===== src/rtl/miner_nonce_dispatch.sv =====
// miner_nonce_dispatch: job-level nonce sequencer for the hash pipeline.
// Steps a base nonce by CORES per issue, limits in-flight bases, captures the
// first winning nonce, drains outstanding results and reports the job outcome.
// Optional build macro MINER_DISPATCH_PERF_EN adds the o_hashes_done counter.
module miner_nonce_dispatch #(
    parameter int unsigned CORES        = 1,
    parameter int unsigned NONCE_BITS   = 32,
    parameter int unsigned MAX_INFLIGHT = 4
) (
    input  logic                  i_clk,
    input  logic                  i_rst,
    input  logic                  i_start,
    input  logic                  i_abort,
    input  logic [NONCE_BITS-1:0] i_nonce_start,
    input  logic [NONCE_BITS-1:0] i_nonce_end,
    output logic                  o_issue_valid,
    input  logic                  i_issue_ready,
    output logic [NONCE_BITS-1:0] o_issue_nonce,
    input  logic                  i_res_valid,
    input  logic [NONCE_BITS-1:0] i_res_base,
    input  logic [CORES-1:0]      i_res_hit_mask,
    output logic                  o_busy,
    output logic                  o_done,
    output logic                  o_found,
    output logic [NONCE_BITS-1:0] o_found_nonce,
    output logic                  o_aborted
`ifdef MINER_DISPATCH_PERF_EN
    ,
    output logic [NONCE_BITS+8-1:0] o_hashes_done
`endif
);

    localparam int unsigned OUT_W = $clog2(MAX_INFLIGHT + 1);
    localparam int unsigned SUM_W = NONCE_BITS + 2;
    localparam int unsigned IDX_W = (CORES > 1) ? $clog2(CORES) : 1;

    typedef enum logic [1:0] {
        S_IDLE,
        S_ISSUE,
        S_DRAIN,
        S_DONE
    } state_t;

    state_t                r_state;
    state_t                w_state_nxt;
    logic [NONCE_BITS-1:0] r_counter;
    logic [NONCE_BITS-1:0] r_end;
    logic [OUT_W-1:0]      r_outstanding;
    logic [OUT_W-1:0]      w_out_nxt;
    logic                  r_found;
    logic [NONCE_BITS-1:0] r_found_nonce;
    logic                  r_aborted;

    logic                  w_active;
    logic                  w_start_ok;
    logic                  w_issue_fire;
    logic                  w_res_take;
    logic                  w_hit;
    logic [SUM_W-1:0]      w_step;
    logic                  w_last;
    logic [IDX_W-1:0]      w_hit_idx;
    logic [NONCE_BITS-1:0] w_hit_nonce;

    assign w_active   = (r_state == S_ISSUE) || (r_state == S_DRAIN);
    assign w_start_ok = (r_state == S_IDLE) && i_start;

    assign o_issue_valid = (r_state == S_ISSUE) &&
                           (r_outstanding < OUT_W'(MAX_INFLIGHT)) &&
                           !r_found && !i_abort;
    assign o_issue_nonce = r_counter;
    assign w_issue_fire  = o_issue_valid && i_issue_ready;

    // Results only count against bases this job still has outstanding.
    assign w_res_take = w_active && i_res_valid && (r_outstanding != '0);
    assign w_hit      = w_res_take && (|i_res_hit_mask) && !r_found &&
                        !r_aborted && !i_abort;

    // Two extra bits keep base+CORES-1 and the 2^NONCE_BITS overflow exact.
    assign w_step = SUM_W'(r_counter) + SUM_W'(CORES);
    assign w_last = ((w_step - SUM_W'(1)) >= SUM_W'(r_end)) ||
                    (w_step > (SUM_W'(1) << NONCE_BITS));

    // Lowest set bit of the hit mask selects the winning core.
    always_comb begin
        w_hit_idx = '0;
        for (int unsigned i = CORES; i > 0; i--) begin
            if (i_res_hit_mask[i-1]) begin
                w_hit_idx = IDX_W'(i - 1);
            end
        end
    end

    assign w_hit_nonce = i_res_base + NONCE_BITS'(w_hit_idx);

    // Outstanding count: issue and result on the same edge cancel out.
    always_comb begin
        w_out_nxt = r_outstanding;
        if (w_issue_fire && !w_res_take) begin
            w_out_nxt = r_outstanding + OUT_W'(1);
        end else if (!w_issue_fire && w_res_take) begin
            w_out_nxt = r_outstanding - OUT_W'(1);
        end
    end

    // State register.
    always_ff @(posedge i_clk) begin
        if (i_rst) begin
            r_state <= S_IDLE;
        end else begin
            r_state <= w_state_nxt;
        end
    end

    // Next-state decode and state-derived outputs.
    always_comb begin
        w_state_nxt = r_state;
        o_busy      = 1'b0;
        o_done      = 1'b0;
        case (r_state)
            S_IDLE: begin
                if (i_start) begin
                    w_state_nxt = S_ISSUE;
                end
            end
            S_ISSUE: begin
                o_busy = 1'b1;
                if (i_abort || w_hit || (w_issue_fire && w_last)) begin
                    w_state_nxt = S_DRAIN;
                end
            end
            S_DRAIN: begin
                o_busy = 1'b1;
                if (w_out_nxt == '0) begin
                    w_state_nxt = S_DONE;
                end
            end
            S_DONE: begin
                o_done      = 1'b1;
                w_state_nxt = S_IDLE;
            end
            default: begin
                w_state_nxt = S_IDLE;
            end
        endcase
    end

    // Job datapath: range, counter, outstanding and outcome flags.
    always_ff @(posedge i_clk) begin
        if (i_rst) begin
            r_counter     <= '0;
            r_end         <= '0;
            r_outstanding <= '0;
            r_found       <= 1'b0;
            r_found_nonce <= '0;
            r_aborted     <= 1'b0;
        end else if (w_start_ok) begin
            r_counter     <= i_nonce_start;
            r_end         <= i_nonce_end;
            r_outstanding <= '0;
            r_found       <= 1'b0;
            r_found_nonce <= '0;
            r_aborted     <= 1'b0;
        end else begin
            r_outstanding <= w_out_nxt;
            if (w_issue_fire && !w_last) begin
                r_counter <= r_counter + NONCE_BITS'(CORES);
            end
            if (w_hit) begin
                r_found       <= 1'b1;
                r_found_nonce <= w_hit_nonce;
            end
            if (w_active && i_abort) begin
                r_aborted <= 1'b1;
            end
        end
    end

    assign o_found       = r_found;
    assign o_found_nonce = r_found_nonce;
    assign o_aborted     = r_aborted;

`ifdef MINER_DISPATCH_PERF_EN
    localparam int unsigned HD_W = NONCE_BITS + 8;

    logic [HD_W-1:0] r_hashes_done;
    logic [HD_W:0]   w_hashes_sum;

    assign w_hashes_sum = {1'b0, r_hashes_done} + (HD_W + 1)'(CORES);

    // Saturating count of hashes whose results came back for this job.
    always_ff @(posedge i_clk) begin
        if (i_rst || w_start_ok) begin
            r_hashes_done <= '0;
        end else if (w_res_take) begin
            r_hashes_done <= w_hashes_sum[HD_W] ? '1 : w_hashes_sum[HD_W-1:0];
        end
    end

    assign o_hashes_done = r_hashes_done;
`endif

endmodule


===== config.mk =====
export PLATFORM = sky130hd
export DESIGN_NAME = miner_nonce_dispatch
export DESIGN_NICKNAME = d
export VERILOG_FILES = /design/src/rtl/miner_nonce_dispatch.sv
export SDC_FILE = /design/constraint.sdc
export NUM_CORES = 1
export LEC_CHECK = 0
export BUFFER_PORTS_ARGS = -buffer_cell sky130_fd_sc_hd__buf_2
export CORE_AREA = 2 2 129 131
export CTS_CLUSTER_SIZE = 20
export DETAILED_ROUTE_END_ITERATION = 6
export DIE_AREA = 0 0 131 133
export PLACE_DENSITY = 0.69
export SLEW_MARGIN = 20
export SYNTH_ARGS = -nofsm -noshare
export SYNTH_HDL_FRONTEND = slang
export SYNTH_SLANG_ARGS = --single-unit

===== constraint.sdc =====
create_clock -name i_clk -period 5 [get_ports i_clk]
set_clock_uncertainty 0.2 [all_clocks]
set_input_delay 0.5 -clock i_clk [delete_from_list [all_inputs] [get_ports i_clk]]
set_output_delay 0.5 -clock i_clk [all_outputs]
set_load 0.1 [all_outputs]

== Yosys cells after proc, flatten, opt, wreduce, memory -nomap -nowiden ==
Cells that the tools add are included.
Operators by class
  mux-type cells: 10
  eq/ne operators: 6
  add/subtract/negate cells: 5
  $lt $le $gt $ge: 3
  reduce and logical (&&, ||, !) cells: 33
Operators by type and width (count)
  $mux W32: 2
  $ge A34 B32 Y1: 1
  $sub A33 B1 Y34 const B: 1
  $add A32 B1 Y33 const B: 1
  $gt A33 B33 Y1 const B: 1
  $add A32 B1 Y32 const B: 1
  $logic_and A1 B1 Y1: 16
  $pmux W2 S4: 1
  $logic_not A1 Y1: 6
  $mux W2: 3
  $mux W3: 2
  $eq A2 B2 Y1 const B: 2
  $logic_or A1 B1 Y1: 4
  $ne A2 B1 Y1 const B: 2
  $reduce_or A2 Y1: 2
  $add A3 B1 Y3 const B: 1
  $logic_not A3 Y1: 1
  $lt A3 B3 Y1 const B: 1
  $reduce_and A3 Y1: 1
  $reduce_bool A3 Y1: 1
  $sub A3 B1 Y3 const B: 1
  $eq A2 B1 Y1 const B: 1
  $logic_not A2 Y1: 1
  $mux W1: 2
  other kinds (2): 2
Word-level totals
  flip-flop bits (word level): 103
  word-level logic and storage cells: 64

== Logic depth before layout (Yosys ltp) ==
Gate-level depths: netlist (run 1).
  depth in word-level cells: 12
  depth in mapped cells: 23

== Worst setup path after synthesis (run 1) ==
OpenSTA, ideal clock, no wires.
  path kind: register to register
  from: register r_found (netlist: o_found)
  to: register r_state[0]
  data required time: 4666 ps
  setup time: 134 ps
  slack: -1291 ps
  arrival: 5957 ps
  cell stages (with the launch flop): 10
  buffers on the path: 0
  cells stage by stage: dfxtp_1 > nor4b_1 > o211ai_1 > o2bb2ai_1 > nand3_1 > o211a_1 > a211oi_1 > o31ai_2 > nor3_1 > a211oi_1
Between the ends
  longest elaborated chain between the ends: 11
  elaborated cells on any way between the ends: 19
  classes of those cells: 2 x eq/ne; 2 x mux; 15 x reduce/logical
RTL lines
  start, declared: RTL line 50  | logic r_found;
  start signal, assigned: RTL line 153  | r_found <= 1'b0;
  start signal, assigned: RTL line 160  | r_found <= 1'b0;
  start signal, assigned: RTL line 169  | r_found <= 1'b1;
  $logic_not A1 Y1 (*): RTL line 69  | !r_found && !i_abort;
  $logic_and A1 B1 Y1 (*): RTL line 68  | (r_outstanding < OUT_W'(MAX_INFLIGHT)) &&
  $logic_and A1 B1 Y1 (*): RTL line 69
  net o_issue_valid: RTL line 16  | output logic o_issue_valid,
  $logic_and A1 B1 Y1 (*): RTL line 71  | assign w_issue_fire = o_issue_valid && i_issue_ready;
  $logic_not A1 Y1: RTL line 100  | end else if (!w_issue_fire && w_res_take) begin
  $logic_and A1 B1 Y1: RTL line 100
  $mux W3: RTL line 100
  $mux W3: RTL line 98  | if (w_issue_fire && !w_res_take) begin
  $logic_not A3 Y1: RTL line 133  | if (w_out_nxt == '0) begin
  $ne A2 B1 Y1 (no source line)
  $reduce_and A3 Y1 (no source line) (*)
  end signal, assigned: RTL line 110  | r_state <= w_state_nxt;
  end, declared: RTL line 44  | state_t r_state;
Mark *: on every way through the listed nets, which the timed path passes. The rest lies on a longest branch.
A chain may end at the register's enable or synchronous reset.

== Final worst setup path (run 1) ==
  from: register r_counter[1] (netlist: o_issue_nonce[1])
  to: register r_counter[11] (netlist: o_issue_nonce[11])
Between the ends
  longest elaborated chain between the ends: 7
  elaborated cells on any way between the ends: 11
  classes of those cells: 3 x add/sub; 2 x order compare; 2 x mux; 4 x reduce/logical
RTL lines
  start, declared: RTL line 46  | logic [NONCE_BITS-1:0] r_counter;
  start signal, assigned: RTL line 157  | r_counter <= i_nonce_start;
  start signal, assigned: RTL line 166  | r_counter <= r_counter + NONCE_BITS'(CORES);
  $add A32 B1 Y33: RTL line 79  | assign w_step = SUM_W'(r_counter) + SUM_W'(CORES);
  $sub A33 B1 Y34: RTL line 80  | assign w_last = ((w_step - SUM_W'(1)) >= SUM_W'(r_end)) ||
  $ge A34 B32 Y1: RTL line 80
  $logic_or A1 B1 Y1: RTL line 80
  $logic_not A1 Y1: RTL line 165  | if (w_issue_fire && !w_last) begin
  $logic_and A1 B1 Y1: RTL line 165
  $reduce_bool A2 Y1 (no source line)
Parallel ways exist; a longest one is shown, timed or not. The select of a mux whose other input is x is not followed.

==> impl_summary.log, run 1 <==
[metrics] hold path cells: 3
[metrics] CTS buffer count: 9
[metrics] average wire length per cell after detail routing: 15.4 um
[metrics] count of buffering cells on the critical path with inverters included: 4
[metrics] clock tree from TritonCTS: yes
[metrics] Leak Pwr: 0.00398 uW
[metrics] number of endpoints failing setup at the final stage: 0
[metrics] fraction of synthesis flops using an asynchronous set or reset pin: 0%
[metrics] total power consumption of the routed design: 5080 uW
[metrics] Worst Hold Slack: 143 ps
[metrics] length of the first detailed-routing pass in iterations: 5
[metrics] worst reg2reg setup slack: 80 ps
[metrics] Finished Layout Cells: 1378
[metrics] worst slew pin tran: 854 ps
[metrics] final hold violation count: 0
[metrics] initial cell density of the core: 44.0%
[metrics] remaining global-route overflow: 0
[metrics] HPWL after DPL: 15.8 mm
[metrics] post-route antenna net violation count: 0
[metrics] area share of the largest cell type after synthesis: 29.0%
[metrics] setup ws final: 82.9 ps
[metrics] buffer depth of the longest clock path: 2
[metrics] clock latency at the later pin of the worst-skew pair: 360 ps
[metrics] Critical Path AT: 4940 ps
[metrics] top cell type by total area after synthesis: dfxtp_1
[metrics] Endpoint, Worst Hold: o_issue_nonce[9]
[metrics] IO Port Bufs: 171
[metrics] required time of the critical path: 5020 ps
[metrics] launching element type of the critical path: flop
[metrics] total standard cell area after synthesis: 7120 um2
[metrics] clock transition at the registers of the reported paths: 80 ps
[metrics] portion of the clock cycle consumed by the worst path in the final layout: 98.3%
[metrics] CTS H-tree depth: 3
[metrics] largest net degree at the start of global routing: 56
[metrics] worst-path fanout max: 8
[metrics] Mapped Cells: 926
[metrics] cell chain of the critical path: and4_1 -> buf_4 -> nand4_1 -> xor2_1 -> nand2b_4 -> nor4_4 -> and3_4 -> nand2_2 -> or3b_4 -> xnor2_2 -> ha_1 -> a21o_1 -> a21oi_2 -> o21ai_1 -> a211oi_2 -> buf_4 -> buf_6 -> o31a_1 -> buf_6 -> nand4_1 -> xor2_1 -> a21oi_1
[metrics] TritonCTS Sinks: 103
[metrics] total of warnings raised by yosys: 0
[metrics] worst-path cell with the longest stage delay: dfxtp_4
[metrics] GPL Wtd Cong: 0.882
[metrics] aggregate global-route resource usage: 23.6%
[metrics] antenna cell count: 0
[metrics] number of DRC violations after detailed-routing iteration 0: 411
[metrics] type of destination of the critical path: flop
[metrics] DRC viols: 0
[metrics] cell class contributing the biggest share of worst-path delay: simple AND/OR/NAND/NOR gates
[metrics] run status: finished clean
[metrics] maximum clock frequency: 203 MHz
[metrics] sequential share of the synthesized area: 29.0%
[metrics] type of the tightest min-delay check: input port to flop
[metrics] ports placed on the boundary: 172
[metrics] number of distinct library cell variants in the gate-level netlist after synthesis: 67
[metrics] Pins Over Slew Limit: 0
[metrics] DR vias: 7308
[metrics] cell at the root of the clock tree: clkbuf_16
[metrics] most used cells in the layout excluding fill and tap cells: buf_2 (171), nand2_1 (168), a21oi_1 (98)
[metrics] Avg Synthesized Cell Area: 7.69 um2
[metrics] area growth from synthesis to layout: 36.7%
[metrics] ratio of cells with drive above 1 in the final layout: 34.5%
[metrics] Post-Synthesis Net Count: 1071
[metrics] die height: 133 um
[metrics] Post-synth EDFFs: 0
[metrics] placed instance count: 1337
[metrics] Rows: 47
[metrics] CTS Hold Bufs: 0
[metrics] clock period minus final worst setup slack: 4920 ps
[metrics] drt total wl: 21.2 mm
[metrics] worst reg-to-reg path cell count: 22
[metrics] worst r2r dst: o_issue_nonce[11]
[metrics] most frequent standard cell in the layout excluding fill and tap cells: buf_2
[metrics] wire length of the first global-routing pass: 33.1 mm
[metrics] via-per-instance ratio: 5.30
[metrics] worst-case setup slack after placement: 104 ps
[metrics] CP max stage delay: 400 ps
[metrics] main area contributors after synthesis: dfxtp_1 (29%), nand2_1 (9.0%), ha_1 (7.4%)
[metrics] Max-slew headroom: 43.0%
[metrics] Core Box Area: 16200 um2
[metrics] die boundary width: 131 um
[metrics] number of global-route vias before repair: 6706
[metrics] peak ir drop on the vdd network: 0.325 mV
[metrics] Reg2Reg Launch Point: o_issue_nonce[1]
[metrics] total power per unit cell area: 522 nW/um2
[metrics] maximum capacitance violations: 0
[metrics] source of the worst hold timing path: i_nonce_start[9]
[metrics] unrepaired setup endpoints after global routing: yes
[metrics] Post-synth top flop: dfxtp_1
[metrics] flops & latches, synth: 103
[metrics] type of the setup path with the least slack: flop to flop
[metrics] antenna violations before repair: 0
[metrics] die outline area: 17400 um2
[metrics] nets: 1299
through the flow:
stage / util, % / TNS (ps) / area, um2
6_report: 60.2 / 0 / 9730
5_1_grt: 60.2 / -2690 / 9730
4_1_cts: 56.8 / 0 / 9190
3_5_place_dp: 54.9 / 0 / 8870
3_3_place_gp: 54.9 / 0 / 8870
2_1_floorplan: - / 0 / 7400
sequential cells by signal (all words and copies together) (netlist names):
name           flops
o_found_nonce     32
r_state            2
o_aborted          1
o_issue_nonce     32
r_end             32
o_found            1
r_outstanding      3
layout make-up:
| class | instances | area, um2 |
|---|---|---|
| clock buffers | 10 | 250 |
| clock inverters | 5 | 70.1 |
| fillers | 1470 | 6440 |
| inverters | 44 | 165 |
| multi-input cells | 711 | 5010 |
| flip-flops and latches | 103 | 2130 |
| well taps | 220 | 275 |
| repair buffers | 285 | 1830 |
Yosys cell counts, types with 9 or more instances:
cell type and count:
mux2i_1 10, nand2_1 171, dfxtp_1 103, nor4_2 12, and3_1 9, buf_2 12
nor2_1 52, a211oi_1 20, nand4_1 24, a21oi_1 102, inv_1 44, xnor2_1 56
o21ai_0 30, nand3_1 27, and4_1 13, xor2_1 27, ha_1 42, clkbuf_1 42
nor4_1 18
logic make-up (layout without fill, tap and decap cells):
kind of cell,count (synthesis),after routing,synth area share [%]
AOI/OAI and AO/OA,198,198,16.6
xor gates and xnor gates,83,83,10.2
adders and majority gates,42,42,7.38
buffers and inverters,112,344,6.87
DFF,103,103,29.0
muxes,10,10,1.41
and+or+nand+nor,378,378,28.5
layer usage:
layer,vias to the layer above,track usage (%),routed length (um)
met3,36,6.51,1660
met5,-,0,0
li1,3698,-,-
met2,253,36.2,9600
met4,0,8.04,501
met1,3321,31.9,9470
power by group:
group / switching (uW) / leakage, uW / internal [uW]
clock: 345 / 0.000158 / 426
sequential: 194 / 0.000854 / 984
combinational: 1950 / 0.00296 / 1180
worst max path at each step:
stage | startpoint | end | slack, ps | cells after the start
3_5_place_dp | o_issue_nonce[2] | o_issue_nonce[19] | 100 | 22
3_3_place_gp | o_issue_nonce[3] | o_issue_nonce[2] | 170 | 23
6_report | o_issue_nonce[1] | o_issue_nonce[11] | 80 | 22
4_1_cts | o_issue_nonce[0] | o_issue_nonce[19] | 60 | 23
5_1_grt | o_issue_nonce[3] | o_issue_nonce[12] | -170 | 22
2_1_floorplan | o_issue_nonce[1] | o_issue_nonce[1] | 3 | 20
worst min-delay path: stages:
cell and delay [ps]:
buf_2 80, nand2_1 40, o21ai_1 50
what timing repair did:
item | CTS | global route
setup buffers | 0 | 25
gates resized for setup | 0 | 60
setup endpoints to repair | 0 | 33
(Power assumes the default switching activity.)
==> inputs of run 2 (changes only) <==
- ABC_AREA: unset -> 1
- PLACE_DENSITY: 0.69 -> 0.68
==> impl_summary.log, run 2 <==
[metrics] run status: finished clean
[metrics] clock period minus final worst setup slack: 4520 ps
[metrics] area growth from synthesis to layout: 19.1%
[metrics] type of the tightest min-delay check: input port to flop
[metrics] maximum capacitance violations: 0
[metrics] type of the setup path with the least slack: flop to flop
[metrics] clock transition at the registers of the reported paths: 70 ps
[metrics] part of the total power dissipated in the clock network: 20.3%
[metrics] source of the worst hold timing path: i_res_base[8]
[metrics] worst-case setup slack after placement: 469 ps
[metrics] average wire length per cell after detail routing: 13.8 um
[metrics] total power per unit cell area: 447 nW/um2
[metrics] Reg2Reg Launch Point: o_issue_nonce[1]
[metrics] initial cell density of the core: 43.6%
[metrics] die height: 133 um
[metrics] remaining global-route overflow: 0
[metrics] fraction of synthesis flops using an asynchronous set or reset pin: 0%
[metrics] type of destination of the critical path: flop
[metrics] Pins Over Slew Limit: 0
[metrics] flops & latches, synth: 103
[metrics] CTS buffer count: 9
[metrics] most frequent standard cell in the layout excluding fill and tap cells: nand2_1
[metrics] total power consumption of the routed design: 3750 uW
[metrics] worst setup path start: o_issue_nonce[1]
[metrics] Comb power frac: 51.5%
[metrics] total standard cell area after synthesis: 7050 um2
[metrics] worst slew pin tran: 1000 ps
[metrics] Sequential Power Share: 28.2%
[metrics] largest net degree at the start of global routing: 103
[metrics] area share of the largest cell type after synthesis: 29.3%
[metrics] final hold violation count: 0
[metrics] buffer depth of the longest clock path: 2
[metrics] total of warnings raised by yosys: 0
[metrics] ports placed on the boundary: 172
[metrics] drt total wl: 20.4 mm
[metrics] length of the first detailed-routing pass in iterations: 5
[metrics] antenna cell count: 0
[metrics] number of distinct library cell variants in the gate-level netlist after synthesis: 37
[metrics] sequential share of the synthesized area: 29.3%
[metrics] launching element type of the critical path: flop
[metrics] main area contributors after synthesis: dfxtp_1 (29%), nand2_1 (17%), a21oi_1 (7.9%)
[metrics] Switching Share: 48.5%
[metrics] setup ws final: 481 ps
[metrics] Critical Path AT: 4600 ps
[metrics] number of endpoints failing setup at the final stage: 0
[metrics] Core Box Area: 16200 um2
[metrics] Post-synth top flop: dfxtp_1
[metrics] worst-path fanout max: 32
[metrics] unrepaired setup endpoints after global routing: no
[metrics] fillers: 1651
[metrics] Avg Synthesized Cell Area: 6.39 um2
[metrics] setup_tns: 0 ps
[metrics] number of DRC violations after detailed-routing iteration 0: 429
[metrics] internal power component: 1930 uW
[metrics] IO Port Bufs: 171
[metrics] GPL Wtd Cong: 0.931
[metrics] DRC viols: 0
[metrics] Mapped Cells: 1102
[metrics] synth cell count leaders: nand2_1 (324), inv_1 (120), a21oi_1 (111)
[metrics] cell at the root of the clock tree: clkbuf_16
[metrics] required time of the critical path: 5080 ps
[metrics] aggregate global-route resource usage: 23.4%
[metrics] maximum clock frequency: 221 MHz
[metrics] Post-synth EDFFs: 0
[metrics] via-per-instance ratio: 4.98
[metrics] most used cells in the layout excluding fill and tap cells: nand2_1 (323), buf_2 (171), inv_1 (120)
[metrics] antenna violations before repair: 1
[metrics] Max-slew headroom: 33.3%
[metrics] wire length of the first global-routing pass: 32.3 mm
[metrics] Leak Pwr: 0.00399 uW
[metrics] Rows: 47
[metrics] die outline area: 17400 um2
[metrics] Layout Utilization: 51.9%
[metrics] TritonCTS Sinks: 103
[metrics] top cell type by total area after synthesis: dfxtp_1
[metrics] ratio of cells with drive above 1 in the final layout: 20.5%
[metrics] post-route antenna net violation count: 0
[metrics] peak ir drop on the vdd network: 0.298 mV
[metrics] DR vias: 7362
[metrics] clock tree from TritonCTS: yes
[metrics] setup fix buffers added after clock tree synthesis: 0
[metrics] number of global-route vias before repair: 6693
[metrics] portion of the clock cycle consumed by the worst path in the final layout: 90.4%
[metrics] die boundary width: 131 um
[metrics] HPWL after DPL: 15.6 mm
[metrics] cell with the most instances after synthesis: nand2_1
[metrics] net switching power: 1820 uW
[metrics] clock latency at the later pin of the worst-skew pair: 360 ps
[metrics] nets: 1399
[metrics] Post-Synthesis Net Count: 1247
[metrics] CTS H-tree depth: 3
==> run 2: cell types whose count changed after synthesis, sizes merged, moves of 41 or more <==
cell	before	now
o21ai	32	73
nand2	171	346
inv	44	128
xnor2	56	9
nor2	52	110
nand3	28	84
==> run 2: worst max-delay path, stage by stage (launching register included) <==
cell      delay (ps)
dfxtp_1          440
ha_2             280
nand2_2          100
nor2_4           170
nand2_2          130
nor2_2           200
nand2_1           70
nand2_1           60
nand2_1          120
inv_2            100
nand2_1           50
nor2_1           110
nand3_2          140
inv_1            100
nand2_1          120
nor2_1           160
xor2_1           150
inv_1             60
ha_1             280
a21oi_1          140
nor2_1            50
a211oi_1         240
a21oi_1          130
nor2_2           160
nand4_4          130
nand2_4          320
nand2_1          100
a21oi_1          130
==> run 2: repair_timing <==
| item | in CTS | in global routing |
|---|---|---|
| resized for setup | 0 | 3 |
| hold buffers | 0 | 0 |
| endpoints found under the setup margin | 0 | 33 |
==> run 2: cell families after synthesis <==
kind of cell | after synthesis | share of synthesized area, %
fa+ha+maj | 42 | 7.46
buf+inv | 169 | 9.59
compound gates | 190 | 13.7
flops | 103 | 29.3
simple gates | 565 | 35.8
xor+xnor | 32 | 3.98
mux | 1 | 0.160
==> run 2: layer usage <==
| layer | vias to the layer above | wire length [um] | GRT usage, % |
|---|---|---|---|
| met5 | - | 5 | 0 |
| met4 | 2 | 376 | 7.92 |
| met3 | 21 | 1520 | 4.85 |
| met2 | 238 | 9350 | 37.7 |
| met1 | 3275 | 9140 | 31.0 |
| li1 | 3826 | - | - |
==> run 2: power groups by stage <==
stage / logic [uW] / clock network (uW) / registers [uW]
after floorplan: 1240 / 0 / 1360
after global placement: 1910 / 0 / 1070
after detailed placement: 1930 / 0 / 1070
after CTS: 1940 / 786 / 1050
after global routing: 2160 / 807 / 1070
final: 1930 / 762 / 1060
==> run 2: final cells by class <==
type | count | area (um2) | share of cell area (%)
Clock buffer | 10 | 229 | 2.73
Clock inverter | 6 | 83.8 | 0.999
Inverter | 130 | 488 | 5.82
Multi-Input combinational cell | 830 | 4330 | 51.6
Sequential cell | 103 | 2060 | 24.6
Tap cell | 220 | 275 | 3.28
Timing Repair Buffer | 180 | 923 | 11.0
==> run 2: final timing paths <==
path | to | slack [ps] | depth (start not counted)
min | o_found_nonce[8] | 190 | 3
max reg2reg | o_issue_nonce[10] | 480 | 27
max | o_issue_nonce[10] | 480 | 27
min reg2reg | o_found_nonce[10] | 260 | 2
==> run 2: stage by stage <==
step                      hold WS (ps)  cells  instance area, um2
after detailed placement           252   1463                8070
final                              186   1479                8390
after floorplan                    235   1102                7050
after global placement             244   1463                8070
after CTS                          174   1479                8380
after global routing               186   1479                8390
